<file path="config.mk">
export PLATFORM = sky130hd
export DESIGN_NAME = dma_tlp_fifo_ctrl
export DESIGN_NICKNAME = d
export VERILOG_FILES = /design/src/rtl/dma_fifo_pkg.sv /design/src/rtl/dma_fifo_outbuf2.sv /design/src/rtl/dma_tlp_fifo_ctrl.sv
export SDC_FILE = /design/constraint.sdc
export NUM_CORES = 1
export LEC_CHECK = 0
export ABC_AREA = 1
export CORE_AREA = 5 5 189 191
export CTS_CLUSTER_SIZE = 14
export DETAILED_ROUTE_END_ITERATION = 16
export DIE_AREA = 0 0 194 196
export GPL_TIMING_DRIVEN = 1
export PLACE_DENSITY = 0.72
export SYNTH_ARGS = -nofsm -noshare
export SYNTH_HDL_FRONTEND = slang
export SYNTH_SLANG_ARGS = --single-unit
</file>
<file path="constraint.sdc">
create_clock -name clockCore -period 3.9 [get_ports clockCore]
set_input_delay 0.78 -clock clockCore [delete_from_list [all_inputs] [get_ports clockCore]]
set_output_delay 0.78 -clock clockCore [all_outputs]
set_load 0.01 [all_outputs]
</file>
<file path="src/rtl/dma_fifo_pkg.sv">
// Shared constants and types for the DMA TLP FIFO control slice.
package dma_fifo_pkg;

    localparam int DMA_TLP_W       = 116;
    localparam int DMA_FIFO_AW     = 8;
    localparam int DMA_FIFO_DEPTH  = 256;
    localparam int DMA_FIFO_AFULL  = 240;

    typedef logic [DMA_TLP_W-1:0] tlp_word_t;

endpackage

</file>
<file path="src/rtl/dma_fifo_outbuf2.sv">
// Two-entry output buffer that turns the one-cycle RAM read latency into a
// first-word-fall-through head. Captured words enter at the tail, the head is
// presented combinationally and leaves on a pop.
module dma_fifo_outbuf2
    import dma_fifo_pkg::*;
#(
    parameter int DATA_W = DMA_TLP_W
)(
    input  logic              clk_i,
    input  logic              rst_i,
    input  logic              capture_i,
    input  logic [DATA_W-1:0] captureData_i,
    input  logic              pop_i,
    output logic [DATA_W-1:0] headData_o,
    output logic              valid_o,
    output logic [1:0]        bufCount_o,
    output logic [1:0]        bufCountNext_o
);

    logic [DATA_W-1:0] entry_q [2];
    logic              headIdx_q, headIdx_d;
    logic              tailIdx_q, tailIdx_d;
    logic [1:0]        count_q, count_d;
    logic              doPop;

    // Index and occupancy bookkeeping; a simultaneous capture and pop cancel in the count.
    always_comb begin
        doPop     = pop_i & (count_q != 2'd0);
        headIdx_d = headIdx_q ^ doPop;
        tailIdx_d = tailIdx_q ^ capture_i;
        count_d   = count_q + {1'b0, capture_i} - {1'b0, doPop};
    end

    // Occupancy and index registers, cleared so stale entries are discarded on reset.
    always_ff @(posedge clk_i) begin
        if (rst_i) begin
            headIdx_q <= 1'b0;
            tailIdx_q <= 1'b0;
            count_q   <= 2'd0;
        end else begin
            headIdx_q <= headIdx_d;
            tailIdx_q <= tailIdx_d;
            count_q   <= count_d;
        end
    end

    // Storage only changes on a capture, so the head stays put while nothing arrives.
    always_ff @(posedge clk_i) begin
        if (capture_i) begin
            entry_q[tailIdx_q] <= captureData_i;
        end
    end

    assign headData_o     = entry_q[headIdx_q];
    assign valid_o        = (count_q != 2'd0);
    assign bufCount_o     = count_q;
    assign bufCountNext_o = count_d;

endmodule

</file>
<file path="src/rtl/dma_tlp_fifo_ctrl.sv">
// Control for a 256-deep TLP FIFO around an external two-port RAM: write
// pointer, read prefetch into a two-entry buffer, occupancy and almost-full.
module dma_tlp_fifo_ctrl
    import dma_fifo_pkg::*;
#(
    parameter int DATA_W       = DMA_TLP_W,
    parameter int ADDR_W       = DMA_FIFO_AW,
    parameter int DEPTH        = DMA_FIFO_DEPTH,
    parameter int AFULL_THRESH = DMA_FIFO_AFULL
)(
    input  logic              clockCore,
    input  logic              resetCore,
    input  logic              inValid,
    output logic              inReady,
    input  logic [DATA_W-1:0] inData,
    output logic              outValid,
    input  logic              outReady,
    output logic [DATA_W-1:0] outData,
    output logic              ramEnableWrite,
    output logic [ADDR_W-1:0] ramAddressWrite,
    output logic [DATA_W-1:0] ramWriteData,
    output logic              ramEnableRead,
    output logic [ADDR_W-1:0] ramAddressRead,
    input  logic [DATA_W-1:0] ramReadData,
    output logic [ADDR_W:0]   level,
    output logic              almostFull
);

    localparam logic [ADDR_W:0] DEPTH_C = (ADDR_W+1)'(DEPTH);
    localparam logic [ADDR_W:0] AFULL_C = (ADDR_W+1)'(AFULL_THRESH);

    logic [ADDR_W-1:0] wrPtr_q, wrPtr_d;
    logic [ADDR_W-1:0] rdPtr_q, rdPtr_d;
    logic [ADDR_W:0]   ramCount_q, ramCount_d;
    logic [ADDR_W:0]   level_q, level_d;
    logic              rdInflight_q, rdInflight_d;
    logic              almostFull_q, almostFull_d;

    logic              push;
    logic              pop;
    logic              issue;
    logic              bufValid;
    logic [1:0]        bufCount;
    logic [1:0]        bufCountNext;
    logic [2:0]        pending;
    logic [DATA_W-1:0] bufHead;

    assign inReady  = (ramCount_q < DEPTH_C);
    assign push     = inValid & inReady;
    assign pop      = bufValid & outReady;
    assign pending  = {1'b0, bufCount} + {2'b00, rdInflight_q};

    // Issue a RAM read whenever the buffer plus the read already in flight leaves room, counting a pop this cycle as room.
    always_comb begin
        issue = (ramCount_q != '0) &
                ((pending < 3'd2) | ((pending == 3'd2) & pop));
    end

    // Next-state for pointers, RAM occupancy and the registered level/almost-full view.
    always_comb begin
        wrPtr_d      = wrPtr_q + ADDR_W'(push);
        rdPtr_d      = rdPtr_q + ADDR_W'(issue);
        ramCount_d   = ramCount_q + (ADDR_W+1)'(push) - (ADDR_W+1)'(issue);
        rdInflight_d = issue;
        level_d      = ramCount_d + (ADDR_W+1)'(rdInflight_d) + (ADDR_W+1)'(bufCountNext);
        almostFull_d = (level_d >= AFULL_C);
    end

    // State registers; reset drops the in-flight read so its returning data is never captured.
    always_ff @(posedge clockCore) begin
        if (resetCore) begin
            wrPtr_q      <= '0;
            rdPtr_q      <= '0;
            ramCount_q   <= '0;
            rdInflight_q <= 1'b0;
            level_q      <= '0;
            almostFull_q <= 1'b0;
        end else begin
            wrPtr_q      <= wrPtr_d;
            rdPtr_q      <= rdPtr_d;
            ramCount_q   <= ramCount_d;
            rdInflight_q <= rdInflight_d;
            level_q      <= level_d;
            almostFull_q <= almostFull_d;
        end
    end

    dma_fifo_outbuf2 #(
        .DATA_W (DATA_W)
    ) u_outbuf (
        .clk_i          (clockCore),
        .rst_i          (resetCore),
        .capture_i      (rdInflight_q),
        .captureData_i  (ramReadData),
        .pop_i          (pop),
        .headData_o     (bufHead),
        .valid_o        (bufValid),
        .bufCount_o     (bufCount),
        .bufCountNext_o (bufCountNext)
    );

    assign ramEnableWrite  = push;
    assign ramAddressWrite = wrPtr_q;
    assign ramWriteData    = inData;
    assign ramEnableRead   = issue;
    assign ramAddressRead  = rdPtr_q;
    assign outValid        = bufValid;
    assign outData         = bufHead;
    assign level           = level_q;
    assign almostFull      = almostFull_q;

endmodule

</file>
==> results.tsv <==
metric	value	unit
CP Class	reg2reg	
Distinct cells, synth	31	
most frequent cell after synthesis	nand2_1	
vias in the first global route	7499	
die width	194	um
P_sw	4.105	mW
Flop pwr share	0.362	
number of cells after detailed placement	1606	
Total GRT Usage	0.1848	
largest fanout on the critical path	4	
CTS H-tree depth	1	
synth cell count leaders	389 x nand2_1, 232 x edfxtp_1, 116 x buf_4	
power per cell area	788.8	nW/um^2
syn_area_per_cell	11.26	um^2
area grow syn2layout	28.67	%
dpl hpwl	28.80	mm
Ports	498	
Mapped Nets	1285	
min-delay src	ramAddressWrite[2]	
Post-DRT Antenna Nets	0	
nets@finish	1445	
dominant cell type by area after synthesis	edfxtp_1	
Critical Path AT	3.93	ns
CTS Buffer Depth	3	
Most used DFF post-synth	edfxtp_1	
total length of routed wires	37.47	mm
top-area cell type share of the netlist area	0.6055	
Worst-Margin Slew	0.7895	ns
PostCTS Resize Cnt	0	
clock sink total	272	
Crit. Startpoint	rdInflight_q	
drc violations	0	
Rel. slew slack	0.4736	
gpl congestion	0.9026	
Final Hold Viols	0	
Synth area leaders	edfxtp_1 61%, nand2_1 13%, buf_4 7.6%, dfxtp_1 7.0%, ha_1 2.6%	
Worst EP required	4.34	ns
layout cells sized above 1	0.06639	
leakage	5.799	nW
Final Cycle Share	0.8944	
type of the tightest min-delay check	reg2reg	
Post-Layout Cell Count	1661	
TritonCTS Buffers	29	
Synth warnings	0	
Max-Cap Viols	0	
Post-Syn Area	11500	um^2
Int Power	7.572	mW
Post-Synthesis Cells	1022	
cts hold-fix bufs	0	
drt pass-1 iters	4	
setup_tns	0	ns
TritonCTS clock tree	yes	
total power	11.68	mW
Crit. End Element	flop	
peak supply drop	672.0	uV
final slew viol count	0	
Clock Root Buffer	clkbuf_16	
Post-synth EDFFs	232	
status	complete, no violations	
initial antenna violation count	3	
Logic pwr share	0.414	
Post-synth ARST share	0	
RSZ-0062 raised after global routing	no	
FF+latch count, synth	272	
Die Y	196	um
sequential-to-total area share from yosys stat	0.6751	
Util after Layout	0.4361	
Setup Fix Bufs, Post-CTS	0	
Min Clock Period, post-route	3.488	ns
worst skew pair latency	0.56	ns
Vias/cell	4.508	
nature of the critical path startpoint	flop	
skew final	0.01573	ns
cell row count	68	
die footprint	38020	um^2
first-pass GRT wire length	52.52	mm
core area	33950	um^2
Sw Share	0.3515	
clock power share	0.224	
Initial Util	0.3389	
Vias	7488	
gr ovfl total	0	
Avg WL per Cell	22.56	um
largest net degree at the start of global routing	117	
initial DRC count	388	
reg2reg path depth	20	
Port Buffers	265	
CTS clk-pin slew, worst paths	0.06	ns
RR Startpoint	rdInflight_q	
final setup fails	0	
Max Clock Freq	286.7	MHz
Worst Hold Path Cells	2	
==> worst paths after layout <==
kind | end | slack, ns
setup reg to reg | almostFull | 0.41
setup / recovery | almostFull | 0.41
hold / removal | ramAddressWrite[2] | 0.53
hold reg to reg | ramAddressWrite[2] | 0.53
==> per-layer routing <==
| metal | wire [um] | vias up | GRT usage |
|---|---|---|---|
| met5 | 89 | - | 0.01277 |
| met4 | 1073 | 4 | 0.05547 |
| met3 | 6670 | 61 | 0.1472 |
| met2 | 18570 | 449 | 0.3234 |
| met1 | 11070 | 3417 | 0.1605 |
| li1 | - | 3557 | - |
==> critical path, cell delays in order, from the launching register on <==
cell and delay [ns]:
dfxtp_1 0.47, ha_1 0.24, inv_1 0.05, ha_1 0.26, nand3_1 0.07, a21oi_1 0.19, ha_1 0.26, inv_1 0.05
ha_1 0.19, fa_1 0.48, fa_1 0.43, inv_1 0.10, nor2_4 0.05, nand3_2 0.10, nor2_4 0.05, nand2_2 0.07
nand2_2 0.05, nand2_2 0.06, clkinv_1 0.06, nand2_1 0.07, o21ai_2 0.06
==> registers in the layout, indices dropped and copies added, names as in the netlist <==
signal,count
u_outbuf.headIdx_q,1
rdInflight_q,1
almostFull,1
u_outbuf.tailIdx_q,1
level,9
ramCount_q,9
ramAddressWrite,8
u_outbuf.entry_q,232
ramAddressRead,8
u_outbuf.bufCount_o,2
==> cell type report <==
cell class	count	area [um^2]
Antenna cell	1	2.502
Tap cell	455	569.3
Inverter	62	235.2
Multi-Input combinational cell	543	2547
Sequential cell	272	7771
Fill cell	3089	19140
Timing Repair Buffer	274	2770
Clock inverter	13	98.84
Clock buffer	41	808.3
==> metrics by stage <==
stage               worst slack [ns]  cell area (um^2)  hold slack [ns]
floorplan                     0.2924             11500           0.5222
global placement             0.08099             13890           0.4929
detailed placement          0.006219             13890           0.5021
CTS                           0.3894             14800           0.5232
global route                  0.1199             14800           0.5659
finish                        0.4117             14800           0.5254
==> cells in the final DEF (no fill, tap or decap), types with 8 or more instances in the layout <==
cell type	Yosys	routed
nand3_1	15	15
nor2_1	43	43
a21oi_1	14	14
inv_1	55	55
nand2_1	389	389
nand2_2	8	8
ha_1	24	22
clkbuf_16	0	29
edfxtp_1	232	232
clkdlybuf4s50_1	0	265
clkinv_1	1	8
dfxtp_1	40	39
==> power groups by stage <==
stage	logic [mW]	clock network [mW]	registers (mW)
after floorplan	2.82	0	4.33
final	4.84	2.61	4.22
after detailed placement	4.87	0	4.28
after global placement	4.77	0	4.26
after CTS	4.89	2.68	4.23
after global routing	5.35	2.79	4.28
==> kinds of logic after synthesis <==
kind of cell / Yosys count / synth area share
adders and majority gates: 27 / 0.03132
xor gates and xnor gates: 6 / 0.004569
buffers and inverters: 207 / 0.1056
AOI/OAI and AO/OA: 26 / 0.01240
and+or+nand+nor: 484 / 0.1710
DFF: 272 / 0.6751
(Power assumes the default switching activity.)
